[config.mk]
export PLATFORM = sky130hd
export DESIGN_NAME = mem_stage_flat
export DESIGN_NICKNAME = d
export VERILOG_FILES = /design/src/rtl/mem_stage_pkg.sv /design/src/rtl/mem_stage_if.sv /design/src/rtl/mem_stage_chk.sv /design/src/rtl/mem_stage_load_extract.sv /design/src/rtl/mem_stage.sv /design/src/flat_wrapper.sv
export SDC_FILE = /design/constraint.sdc
export NUM_CORES = 1
export LEC_CHECK = 0
export CAP_MARGIN = 0
export CORE_MARGIN = 2
export CORE_UTILIZATION = 40
export CTS_CLUSTER_SIZE = 24
export DETAILED_ROUTE_END_ITERATION = 6
export PLACE_DENSITY = 0.74
export SKIP_CTS_REPAIR_TIMING = 1
export SYNTH_ARGS = -nofsm -noshare
export SYNTH_HDL_FRONTEND = slang
export SYNTH_HIERARCHICAL = 1
export SYNTH_SLANG_ARGS = --single-unit
[constraint.sdc]
create_clock -name clk -period 3.6 [get_ports clk]
set_input_delay 0.54 -clock clk [delete_from_list [all_inputs] [get_ports clk]]
set_output_delay 0.54 -clock clk [all_outputs]
set_load 0.02 [all_outputs]
[src/rtl/mem_stage_pkg.sv]
// Shared definitions for the MEM pipeline stage: load-op encodings,
// exception-code width and the stage state encoding.
package mem_stage_pkg;

    localparam int ECODE_W = 15;

    typedef enum logic [2:0] {
        LOAD_NONE = 3'd0,
        LOAD_LB   = 3'd1,
        LOAD_LBU  = 3'd2,
        LOAD_LH   = 3'd3,
        LOAD_LHU  = 3'd4,
        LOAD_LW   = 3'd5
    } load_op_e;

    typedef enum logic [1:0] {
        MS_EMPTY = 2'd0,
        MS_WAIT  = 2'd1,
        MS_READY = 2'd2
    } ms_state_e;

    // Encodings 6 and 7 are reserved and behave like a non-load.
    function automatic logic is_load(input logic [2:0] op);
        return (op >= 3'd1) && (op <= 3'd5);
    endfunction

endpackage

[src/rtl/mem_stage_if.sv]
// Bus bundle around the MEM stage: EXE handshake, data-bus response,
// WB handshake, flush and the forwarding/stall outputs to decode.
interface mem_stage_if;
    import mem_stage_pkg::*;

    logic                es_to_ms_valid;
    logic                ms_allowin;
    logic [31:0]         es_pc;
    logic                es_gr_we;
    logic [4:0]          es_dest;
    logic [31:0]         es_alu_result;
    logic [2:0]          es_load_op;
    logic                es_mem_req;
    logic                es_ex;
    logic [ECODE_W-1:0]  es_ecode;
    logic                es_req_cancel;
    logic                data_data_ok;
    logic [31:0]         data_rdata;
    logic                ws_allowin;
    logic                flush;
    logic                ms_to_ws_valid;
    logic [31:0]         ms_pc;
    logic                ms_gr_we;
    logic [4:0]          ms_dest;
    logic [31:0]         ms_final_result;
    logic                ms_ex;
    logic [ECODE_W-1:0]  ms_ecode;
    logic [4:0]          ms_fwd_dest;
    logic [31:0]         ms_fwd_data;
    logic                ms_fwd_stall;
    logic [31:0]         stall_cnt;

    modport master (
        output es_to_ms_valid, es_pc, es_gr_we, es_dest, es_alu_result, es_load_op,
               es_mem_req, es_ex, es_ecode, es_req_cancel, data_data_ok, data_rdata,
               ws_allowin, flush,
        input  ms_allowin, ms_to_ws_valid, ms_pc, ms_gr_we, ms_dest, ms_final_result,
               ms_ex, ms_ecode, ms_fwd_dest, ms_fwd_data, ms_fwd_stall, stall_cnt
    );

    modport slave (
        input  es_to_ms_valid, es_pc, es_gr_we, es_dest, es_alu_result, es_load_op,
               es_mem_req, es_ex, es_ecode, es_req_cancel, data_data_ok, data_rdata,
               ws_allowin, flush,
        output ms_allowin, ms_to_ws_valid, ms_pc, ms_gr_we, ms_dest, ms_final_result,
               ms_ex, ms_ecode, ms_fwd_dest, ms_fwd_data, ms_fwd_stall, stall_cnt
    );

endinterface

[src/rtl/mem_stage_chk.sv]
// Protocol checker for the MEM stage: the cancelled-response counter
// must never be pushed beyond its range.
module mem_stage_chk (
    input logic clk,
    input logic resetn,
    input logic cancel_overflow
);

    assert property (@(posedge clk) disable iff (!resetn) !cancel_overflow);

endmodule

[src/rtl/mem_stage_load_extract.sv]
// Combinational load-data extraction: picks the addressed byte/halfword
// from the held response word and sign- or zero-extends it.
module load_extract
    import mem_stage_pkg::*;
(
    input  logic [31:0] word,
    input  logic [1:0]  addr,
    input  logic [2:0]  load_op,
    output logic [31:0] result
);

    logic [7:0]  byte_s;
    logic [15:0] half_s;

    // Select the byte and halfword lanes addressed by the low address bits
    always_comb begin
        byte_s = 8'h00;
        half_s = 16'h0000;
        case (addr)
            2'd0:    byte_s = word[7:0];
            2'd1:    byte_s = word[15:8];
            2'd2:    byte_s = word[23:16];
            2'd3:    byte_s = word[31:24];
            default: byte_s = word[7:0];
        endcase
        if (addr[1]) begin
            half_s = word[31:16];
        end else begin
            half_s = word[15:0];
        end
    end

    // Extend the selected lane according to the load type
    always_comb begin
        result = 32'h0000_0000;
        case (load_op)
            LOAD_LB:  result = {{24{byte_s[7]}}, byte_s};
            LOAD_LBU: result = {24'h00_0000, byte_s};
            LOAD_LH:  result = {{16{half_s[15]}}, half_s};
            LOAD_LHU: result = {16'h0000, half_s};
            LOAD_LW:  result = word;
            default:  result = 32'h0000_0000;
        endcase
    end

endmodule

[src/rtl/mem_stage.sv]
// MEM pipeline stage (EXE -> MEM -> WB). Holds one instruction, waits for
// the in-order data response on memory requests, drops responses that
// belong to flushed requests, and presents the extended result to WB.
// Optional build macro MEM_STALL_CNT_EN adds a free-running stall counter.
module mem_stage
    import mem_stage_pkg::*;
#(
    parameter int CANCEL_W = 2
)(
    input  logic        clk,
    input  logic        resetn,
    mem_stage_if.slave  bus
);

    localparam int CW2 = CANCEL_W + 2;

    ms_state_e            state_r, state_nxt_s;
    logic [31:0]          pc_r, alu_result_r, data_r;
    logic                 gr_we_r, ex_r;
    logic [4:0]           dest_r;
    logic [2:0]           load_op_r;
    logic [ECODE_W-1:0]   ecode_r;
    logic [CANCEL_W-1:0]  cancel_cnt_r, cancel_nxt_s;
    logic [CW2-1:0]       cnt_calc_s;
    logic                 cancel_overflow_s;
    logic                 allowin_s, accept_s, cnt_zero_s;
    logic                 resp_take_s, resp_drop_s, inc_flush_s;
    logic [31:0]          extract_s, final_s;

    assign allowin_s   = (state_r == MS_EMPTY) || ((state_r == MS_READY) && bus.ws_allowin);
    assign accept_s    = bus.es_to_ms_valid && allowin_s && !bus.flush;
    assign cnt_zero_s  = (cancel_cnt_r == {CANCEL_W{1'b0}});
    assign resp_take_s = bus.data_data_ok && cnt_zero_s && (state_r == MS_WAIT);
    assign resp_drop_s = bus.data_data_ok && !cnt_zero_s;
    // A flushed outstanding request owes one response that must be discarded.
    assign inc_flush_s = bus.flush && (state_r == MS_WAIT) && !bus.data_data_ok;

    // Cancel counter arithmetic, two bits wider so overflow stays visible
    always_comb begin
        cnt_calc_s = {2'b00, cancel_cnt_r}
                   + {{(CW2-1){1'b0}}, inc_flush_s}
                   + {{(CW2-1){1'b0}}, bus.es_req_cancel}
                   - {{(CW2-1){1'b0}}, resp_drop_s};
        cancel_nxt_s      = cnt_calc_s[CANCEL_W-1:0];
        cancel_overflow_s = (cnt_calc_s[CW2-1:CANCEL_W] != 2'b00);
    end

    // Next-state logic: flush wins, otherwise follow the handshakes
    always_comb begin
        state_nxt_s = state_r;
        if (bus.flush) begin
            state_nxt_s = MS_EMPTY;
        end else begin
            case (state_r)
                MS_EMPTY: begin
                    if (accept_s) begin
                        state_nxt_s = bus.es_mem_req ? MS_WAIT : MS_READY;
                    end else begin
                        state_nxt_s = MS_EMPTY;
                    end
                end
                MS_WAIT: begin
                    if (resp_take_s) begin
                        state_nxt_s = MS_READY;
                    end else begin
                        state_nxt_s = MS_WAIT;
                    end
                end
                MS_READY: begin
                    if (accept_s) begin
                        state_nxt_s = bus.es_mem_req ? MS_WAIT : MS_READY;
                    end else if (bus.ws_allowin) begin
                        state_nxt_s = MS_EMPTY;
                    end else begin
                        state_nxt_s = MS_READY;
                    end
                end
                default: state_nxt_s = MS_EMPTY;
            endcase
        end
    end

    // State register and cancelled-response counter
    always_ff @(posedge clk or negedge resetn) begin
        if (!resetn) begin
            state_r      <= MS_EMPTY;
            cancel_cnt_r <= {CANCEL_W{1'b0}};
        end else begin
            state_r      <= state_nxt_s;
            cancel_cnt_r <= cancel_nxt_s;
        end
    end

    // Latch the instruction fields from EXE on accept
    always_ff @(posedge clk or negedge resetn) begin
        if (!resetn) begin
            pc_r         <= 32'h0000_0000;
            gr_we_r      <= 1'b0;
            dest_r       <= 5'd0;
            alu_result_r <= 32'h0000_0000;
            load_op_r    <= 3'd0;
            ex_r         <= 1'b0;
            ecode_r      <= {ECODE_W{1'b0}};
        end else if (accept_s) begin
            pc_r         <= bus.es_pc;
            gr_we_r      <= bus.es_gr_we;
            dest_r       <= bus.es_dest;
            alu_result_r <= bus.es_alu_result;
            load_op_r    <= bus.es_load_op;
            ex_r         <= bus.es_ex;
            ecode_r      <= bus.es_ecode;
        end else begin
            pc_r         <= pc_r;
            gr_we_r      <= gr_we_r;
            dest_r       <= dest_r;
            alu_result_r <= alu_result_r;
            load_op_r    <= load_op_r;
            ex_r         <= ex_r;
            ecode_r      <= ecode_r;
        end
    end

    // Register the live data response so WB never sees data_rdata directly
    always_ff @(posedge clk or negedge resetn) begin
        if (!resetn) begin
            data_r <= 32'h0000_0000;
        end else if (resp_take_s) begin
            data_r <= bus.data_rdata;
        end else begin
            data_r <= data_r;
        end
    end

    load_extract u_extract (
        .word    (data_r),
        .addr    (alu_result_r[1:0]),
        .load_op (load_op_r),
        .result  (extract_s)
    );

    assign final_s = is_load(load_op_r) ? extract_s : alu_result_r;

    assign bus.ms_allowin      = allowin_s;
    assign bus.ms_to_ws_valid  = (state_r == MS_READY);
    assign bus.ms_pc           = pc_r;
    assign bus.ms_gr_we        = gr_we_r;
    assign bus.ms_dest         = dest_r;
    assign bus.ms_final_result = final_s;
    assign bus.ms_ex           = ex_r;
    assign bus.ms_ecode        = ecode_r;
    assign bus.ms_fwd_dest     = ((state_r != MS_EMPTY) && gr_we_r) ? dest_r : 5'd0;
    assign bus.ms_fwd_data     = final_s;
    assign bus.ms_fwd_stall    = (state_r == MS_WAIT) && is_load(load_op_r);

`ifdef MEM_STALL_CNT_EN
    logic [31:0] stall_cnt_r;

    // Count cycles in which the held instruction cannot move on
    always_ff @(posedge clk or negedge resetn) begin
        if (!resetn) begin
            stall_cnt_r <= 32'h0000_0000;
        end else if ((state_r == MS_WAIT) || ((state_r == MS_READY) && !bus.ws_allowin)) begin
            stall_cnt_r <= stall_cnt_r + 32'd1;
        end else begin
            stall_cnt_r <= stall_cnt_r;
        end
    end

    assign bus.stall_cnt = stall_cnt_r;
`else
    assign bus.stall_cnt = 32'h0000_0000;
`endif

    mem_stage_chk u_chk (
        .clk             (clk),
        .resetn          (resetn),
        .cancel_overflow (cancel_overflow_s)
    );

endmodule

[src/flat_wrapper.sv]
// flat-port wrapper written by rule: the top's interface ports become plain ports
module mem_stage_flat import mem_stage_pkg::*;
#(
    parameter int CANCEL_W = 2
)
  (clk, resetn, bus_es_to_ms_valid, bus_es_pc, bus_es_gr_we, bus_es_dest, bus_es_alu_result, bus_es_load_op, bus_es_mem_req, bus_es_ex, bus_es_ecode, bus_es_req_cancel, bus_data_data_ok, bus_data_rdata, bus_ws_allowin, bus_flush, bus_ms_allowin, bus_ms_to_ws_valid, bus_ms_pc, bus_ms_gr_we, bus_ms_dest, bus_ms_final_result, bus_ms_ex, bus_ms_ecode, bus_ms_fwd_dest, bus_ms_fwd_data, bus_ms_fwd_stall, bus_stall_cnt);
  mem_stage_if bus_i ();
  input  logic clk;
  input  logic resetn;
  input wire logic [$bits(bus_i.es_to_ms_valid)-1:0] bus_es_to_ms_valid;
  input wire logic [$bits(bus_i.es_pc)-1:0] bus_es_pc;
  input wire logic [$bits(bus_i.es_gr_we)-1:0] bus_es_gr_we;
  input wire logic [$bits(bus_i.es_dest)-1:0] bus_es_dest;
  input wire logic [$bits(bus_i.es_alu_result)-1:0] bus_es_alu_result;
  input wire logic [$bits(bus_i.es_load_op)-1:0] bus_es_load_op;
  input wire logic [$bits(bus_i.es_mem_req)-1:0] bus_es_mem_req;
  input wire logic [$bits(bus_i.es_ex)-1:0] bus_es_ex;
  input wire logic [$bits(bus_i.es_ecode)-1:0] bus_es_ecode;
  input wire logic [$bits(bus_i.es_req_cancel)-1:0] bus_es_req_cancel;
  input wire logic [$bits(bus_i.data_data_ok)-1:0] bus_data_data_ok;
  input wire logic [$bits(bus_i.data_rdata)-1:0] bus_data_rdata;
  input wire logic [$bits(bus_i.ws_allowin)-1:0] bus_ws_allowin;
  input wire logic [$bits(bus_i.flush)-1:0] bus_flush;
  output wire logic [$bits(bus_i.ms_allowin)-1:0] bus_ms_allowin;
  output wire logic [$bits(bus_i.ms_to_ws_valid)-1:0] bus_ms_to_ws_valid;
  output wire logic [$bits(bus_i.ms_pc)-1:0] bus_ms_pc;
  output wire logic [$bits(bus_i.ms_gr_we)-1:0] bus_ms_gr_we;
  output wire logic [$bits(bus_i.ms_dest)-1:0] bus_ms_dest;
  output wire logic [$bits(bus_i.ms_final_result)-1:0] bus_ms_final_result;
  output wire logic [$bits(bus_i.ms_ex)-1:0] bus_ms_ex;
  output wire logic [$bits(bus_i.ms_ecode)-1:0] bus_ms_ecode;
  output wire logic [$bits(bus_i.ms_fwd_dest)-1:0] bus_ms_fwd_dest;
  output wire logic [$bits(bus_i.ms_fwd_data)-1:0] bus_ms_fwd_data;
  output wire logic [$bits(bus_i.ms_fwd_stall)-1:0] bus_ms_fwd_stall;
  output wire logic [$bits(bus_i.stall_cnt)-1:0] bus_stall_cnt;
  assign bus_i.es_to_ms_valid = bus_es_to_ms_valid;
  assign bus_i.es_pc = bus_es_pc;
  assign bus_i.es_gr_we = bus_es_gr_we;
  assign bus_i.es_dest = bus_es_dest;
  assign bus_i.es_alu_result = bus_es_alu_result;
  assign bus_i.es_load_op = bus_es_load_op;
  assign bus_i.es_mem_req = bus_es_mem_req;
  assign bus_i.es_ex = bus_es_ex;
  assign bus_i.es_ecode = bus_es_ecode;
  assign bus_i.es_req_cancel = bus_es_req_cancel;
  assign bus_i.data_data_ok = bus_data_data_ok;
  assign bus_i.data_rdata = bus_data_rdata;
  assign bus_i.ws_allowin = bus_ws_allowin;
  assign bus_i.flush = bus_flush;
  assign bus_ms_allowin = bus_i.ms_allowin;
  assign bus_ms_to_ws_valid = bus_i.ms_to_ws_valid;
  assign bus_ms_pc = bus_i.ms_pc;
  assign bus_ms_gr_we = bus_i.ms_gr_we;
  assign bus_ms_dest = bus_i.ms_dest;
  assign bus_ms_final_result = bus_i.ms_final_result;
  assign bus_ms_ex = bus_i.ms_ex;
  assign bus_ms_ecode = bus_i.ms_ecode;
  assign bus_ms_fwd_dest = bus_i.ms_fwd_dest;
  assign bus_ms_fwd_data = bus_i.ms_fwd_data;
  assign bus_ms_fwd_stall = bus_i.ms_fwd_stall;
  assign bus_stall_cnt = bus_i.stall_cnt;
  mem_stage #(.CANCEL_W(CANCEL_W)) u_core (.clk(clk), .resetn(resetn), .bus(bus_i));
endmodule
==> flow_summary.toml, run 1 <==
[cts]
htreeDepth = 4
root_buffer = "clkbuf_16"
clock_sinks = 125
clk_path_buf_depth = 2
cts_tree = "yes"
clk_latency_ns = 0.42
clk_pin_slew_ns = 0.06
numCtsBuffers = 17

[cells_and_area]
fin_nets = 911
final_layout_size_suffix_gt1_share_pct = 24.6
area_growth_pct = 44.7
num_antenna_cells = 0
layout_common_cells = "clkdlybuf4s50_1, mux2_2, dfrtp_1"
regArea_mm2 = 0.00313
fillerInstances = 1371
multi_input_area_mm2 = 0.00311
final_area_mm2 = 0.00981
final_common_cell = "clkdlybuf4s50_1"

[routing]
drtIter0Drc = 205
via_count = 5108
avgViaCountPerCell = 5.04
wl_per_cell_um = 18.9
ant_nets = 0
drt_wl_total_mm = 19.2
drtPass1Iterations = 4
drcViolationCount = 0

[global_route]
grt_usage_pct = 21.5
grt_remaining_overflow = 0
grt_pass1_wl_mm = 29.7
grt_pass1_vias = 5385
antenna_found_initial = 0
grt_max_degree = 112

[timing]
max_freq_mhz = 286
hold_viol_final = 0
fin_crit_ns = 3.50
clock_skew_ns = 0.00778
setup_slack_ns = 0.101
fin_crit_sh_pct = 97.2
rsz0062_at_grt = "true"
worst_slew_pin_slew_ns = 1.01
setup_viol = 0
slew_violations = 0
relSlewSlack_pct = 32.5

[floorplan]
core.rowCount = 47
initial_core_util_pct = 40.9
die_w_um = 134
ios = 287
die_h_um = 134
die-area_mm2 = 0.0180
core-area_mm2 = 0.0166

[critical_path]
worstReg2RegEnd = "u_core/alu_result_r[12]"
rrSetupSlack_ns = 1.41
arrival_ns = 2.96
reg2reg_from = "u_core/state_r[1]"
crit_type = "register to output pin"
required_ns = 3.06
critPathLaunchType = "register"
startpoint = "u_core/load_op_r[1]"
path_max_fanout = 13
endpoint_kind = "output pin"
reg2regPathDepth = 4

[power]
sequentialPowerShare_pct = 30.0
clkPwrFrac_pct = 24.3
ir_worst_vdd_mv = 0.438
p_sw_share_pct = 36.5
combPwrFrac_pct = 45.7
power_leakage_nw = 4.12
p_int_mw = 4.68
p_sw_mw = 2.69
power.density_mw_per_mm2 = 751

[placed_design]
finalWeightedCongestion = 0.789
dpl_worst_slack_ns = 0.414
port_buffers = 254
dp_hpwl_mm = 14.1
placed_cell_area_mm2 = 0.00920

[logic_synthesis]
ys_warn_count = 6
syn_area_per_cell_um2 = 12.2
syn_inst = 558
ys_types = 42
netlist_area_mm2 = 0.00678
ys_seq_area_share_pct = 46.1
ys_async_sr_fraction_pct = 100
synth_edf_count = 0
synth_ff_type = "dfrtp_1"
synth-seq-cells = 125

[flow_run]
cap_viol_max_count = 0

[run_status]
status = "finished, final reports clean"

[worst_hold_path]
hp-class = "input port to asynchronous set/reset pin"
[through the flow]
step | TNS (ns) | utilization [%] | total power [mW] | hold WS, ns | cells
2_1_floorplan | 0 | - | 4.30 | 0.244 | 589
3_3_place_gp | 0 | 55.5 | 5.51 | 0.463 | 981
3_5_place_dp | 0 | 55.5 | 5.60 | 0.467 | 981
4_1_cts | -0.181 | 59.2 | 7.43 | 0.319 | 1013
5_1_grt | -0.00952 | 59.2 | 7.74 | 0.361 | 1013
6_report | 0 | 59.2 | 7.37 | 0.271 | 1013
[cells by family (layout without fill, tap and decap cells)]
logic type | Yosys count | after routing | share of synthesized area (%)
multiplexers | 172 | 172 | 29.6
adder cells (fa/ha/maj) | 2 | 2 | 0.480
buffers and inverters | 103 | 307 | 9.94
AO/OA/AOI/OAI | 64 | 64 | 6.60
XOR/XNOR | 3 | 3 | 0.387
other | 1 | 32 | 0.0553
flip-flops | 125 | 125 | 46.1
AND/OR/NAND/NOR | 88 | 88 | 6.81
[power groups by stage]
| stage | clock, mW | combinational (mW) | sequential (mW) |
|---|---|---|---|
| 6_report | 1.79 | 3.37 | 2.21 |
| 5_1_grt | 1.90 | 3.57 | 2.28 |
| 4_1_cts | 1.83 | 3.39 | 2.22 |
| 3_5_place_dp | 0 | 3.37 | 2.23 |
| 3_3_place_gp | 0 | 3.30 | 2.21 |
| 2_1_floorplan | 0 | 2.07 | 2.23 |
[sequential cells by signal, summed over array words and instances, names as in the netlist]
name	count
u_core/bus.ms_pc	32
u_core/bus.ms_dest	5
u_core/data_r	32
u_core/bus.ms_gr_we	1
u_core/state_r	2
u_core/load_op_r	3
u_core/bus.ms_ecode	15
u_core/cancel_cnt_r	2
u_core/alu_result_r	32
u_core/bus.ms_ex	1
[worst max-delay path, cell delays in order (launching register included)]
cell	delay [ns]
dfrtp_1	0.67
nand2b_1	0.48
o2bb2ai_1	0.28
nand2_1	0.08
o211ai_1	0.18
mux2_2	0.24
clkdlybuf4s50_1	0.61
[area by class of cell]
type                       instances  share of cell area (%)
sequential                       125                    31.9
clock inverter                    14                    1.86
inverter                           7                   0.268
multi-input combinational        361                    31.7
tap                              220                    2.81
clock buffer                      18                    4.37
timing repair buffer             268                    27.1
[cells in the mapped netlist, types with 2 or more instances]
| library cell | count | share of area [%] |
|---|---|---|
| a21oi_1 | 19 | 1.4 |
| a22oi_1 | 6 | 0.66 |
| and2_1 | 6 | 0.55 |
| buf_2 | 17 | 1.3 |
| buf_4 | 67 | 7.4 |
| buf_6 | 2 | 0.33 |
| clkbuf_1 | 9 | 0.50 |
| dfrtp_1 | 125 | 46 |
| inv_1 | 7 | 0.39 |
| mux2_1 | 10 | 1.7 |
| mux2_2 | 144 | 24 |
| mux2i_1 | 12 | 1.8 |
| mux4_1 | 5 | 1.9 |
| nand2_1 | 43 | 2.4 |
| nand2b_1 | 4 | 0.37 |
| nor2_1 | 3 | 0.17 |
| nor2b_1 | 22 | 2.0 |
| nor3_1 | 2 | 0.15 |
| o211ai_1 | 10 | 1.1 |
| o21ai_0 | 9 | 0.66 |
| o2bb2ai_1 | 13 | 1.7 |
| xnor2_1 | 3 | 0.39 |
[worst max path at each step]
stage	end
after detailed placement	bus_ms_final_result[31]
after CTS	bus_ms_final_result[31]
after global placement	bus_ms_final_result[31]
after global routing	bus_ms_final_result[6]
final	bus_ms_final_result[15]
after floorplan	bus_ms_fwd_data[16]
[routing by layer]
metal / vias up / GRT usage, % / wire length, µm
met2: 257 / 37.4 / 9770
met3: 25 / 7.48 / 1670
met5: - / 0 / 0
li1: 2314 / - / -
met4: 0 / 6.84 / 341
met1: 2512 / 24.7 / 7410
(Power assumes the default switching activity.)
==> run 2, diff against run 1 <==
Settings changed: ABC_AREA set to 1, PLACE_DENSITY 0.74 to 0.73.
==> run 2 against run 1 <==
Sequential power down 9.5%. Global-route usage up 2.4 points. Maximum frequency up 3.5%. First-iteration DRC count up 120%. Combinational power down 30%. Hold slack worse by 0.12 ns.
==> flow_summary.toml, run 2 <==
[logic_synthesis]
ys_types = 31
syn_inst = 947
yosysTopAreaCell = "dfrtp_1"
ys_async_sr_fraction_pct = 100
ys_warn_count = 6
synth_common_cells = "nand2_1, nand3_1, dfrtp_1, buf_4, inv_1"
synth_ff_type = "dfrtp_1"
synth_edf_count = 0
ys_seq_area_share_pct = 44.8
netlist_area_mm2 = 0.00699
syn_area_per_cell_um2 = 7.38
synth_top_area_share_pct = 44.8
yosysMostFrequentCell = "nand2_1"
synth-seq-cells = 125
synth_area_leaders = "dfrtp_1, nand2_1, nand3_1"

[cts]
numCtsBuffers = 17
root_buffer = "clkbuf_16"
clk_pin_slew_ns = 0.06
clock_sinks = 125
clk_path_buf_depth = 2
clk_latency_ns = 0.42
htreeDepth = 4
cts_tree = "yes"

[critical_path]
arrival_ns = 2.84
required_ns = 3.06
path_max_fanout = 21
critPathLaunchType = "register"
crit_type = "register to output pin"
reg2regPathDepth = 4
endpoint_kind = "output pin"

[routing]
drcViolationCount = 0
via_count = 6730
drtPass1Iterations = 5
drt_wl_total_mm = 21.9
drtIter0Drc = 450
avgViaCountPerCell = 4.88
wl_per_cell_um = 15.9
ant_nets = 0

[timing]
setup_viol = 0
max_freq_mhz = 296
clock_skew_ns = 0.0182
hold_viol_final = 0
relSlewSlack_pct = 37.5
worst_slew_pin_slew_ns = 0.937
slew_violations = 0
setup_tns_ns = 0
fin_hold_ws_ns = 0.148
fin_crit_sh_pct = 93.9
rsz0062_at_grt = "false"
fin_crit_ns = 3.38

[floorplan]
core.rowCount = 48
core-area_mm2 = 0.0172
die-area_mm2 = 0.0185
ios = 287
initial_core_util_pct = 40.7
die_h_um = 136
die_w_um = 136

[global_route]
grt_usage_pct = 23.9
grt_max_degree = 86
grt_pass1_vias = 6340
antenna_found_initial = 0
grt_pass1_wl_mm = 34.1
grt_remaining_overflow = 0

[cells_and_area]
area_growth_pct = 41.2
layout_common_cells = "nand2_1, clkdlybuf4s50_1, nand3_1"
fin_nets = 1273
final_layout_size_suffix_gt1_share_pct = 5.97
fillerInstances = 1625
final_common_cell = "nand2_1"
multi_input_area_mm2 = 0.00303
num_antenna_cells = 0
regArea_mm2 = 0.00313

[placed_design]
finalWeightedCongestion = 0.950
dp_hpwl_mm = 15.4
port_buffers = 254

[worst_hold_path]
hp-class = "input port to asynchronous set/reset pin"

[flow_run]
cap_viol_max_count = 0

[power]
power.density_mw_per_mm2 = 631
power_leakage_nw = 4.96
ir_worst_vdd_mv = 0.321

[run_status]
status = "finished, final reports clean"
-- run 2: final timing paths --
path / startpoint / slack [ns] / endpoint
min in group clk: u_core/data_r[3] / 0.47 / u_core/data_r[3]
worst min-delay path: resetn / 0.15 / u_core/bus.ms_ecode[6]
worst min register to register: u_core/data_r[3] / 0.47 / u_core/data_r[3]
max in group asynchronous: resetn / 2.65 / u_core/bus.ms_pc[11]
worst max-delay path: u_core/load_op_r[1] / 0.22 / bus_ms_final_result[9]
worst max register to register: u_core/state_r[0] / 1.73 / u_core/alu_result_r[13]
-- run 2: metrics by stage --
step                      utilization, %  cell area [µm²]  setup WS [ns]  power, mW  cells
after floorplan                        -             7100           1.53       3.47    978
after global placement              53.7             9220          0.732       4.36   1348
after detailed placement            53.7             9220          0.688       4.39   1348
after CTS                           57.4             9860          0.232       6.27   1380
after global routing                57.4             9860         0.0174       6.58   1380
final                               57.4             9860          0.220       6.23   1380
-- run 2: logic make-up after synthesis --
logic type      Yosys count  share of synthesized area, %
fa+ha+maj                 2                         0.466
buf+inv                 157                          13.8
compound gates           33                          2.42
other cells               1                        0.0537
simple gates            627                          38.2
xor+xnor                  2                         0.251
flops                   125                          44.8
-- run 2: final cells by class --
cell class                 instances  share of cell area [%]
clock inverter                    13                    1.90
multi-input combinational        696                    30.7
inverter                          38                    1.45
sequential                       125                    31.7
tap                              225                    2.85
timing repair buffer             264                    26.8
clock buffer                      19                    4.59
-- run 2: where the power goes --
| part | total [mW] | switching [mW] | leakage (nW) | internal, mW |
|---|---|---|---|---|
| sequential | 2.00 | 0.285 | 1.57 | 1.72 |
| clock | 1.85 | 0.652 | 0.306 | 1.20 |
| combinational | 2.37 | 1.35 | 3.09 | 1.03 |
-- run 2: critical path, cell delays in order, from the launching register on --
cell,delay (ns)
dfrtp_1,0.44
inv_1,0.10
nand3_1,0.07
buf_4,0.19
inv_1,0.47
nand2_1,0.16
nand3_1,0.12
nand3_1,0.08
nand2_1,0.18
clkdlybuf4s50_1,0.62
-- run 2: metal layers --
| metal | global-route usage (%) | vias to the layer above | routed length (µm) |
|---|---|---|---|
| met5 | 0 | - | 0 |
| met4 | 8.16 | 0 | 355 |
| met3 | 6.71 | 24 | 1900 |
| met2 | 37.7 | 323 | 10300 |
| met1 | 31.6 | 3095 | 9370 |
| li1 | - | 3288 | - |
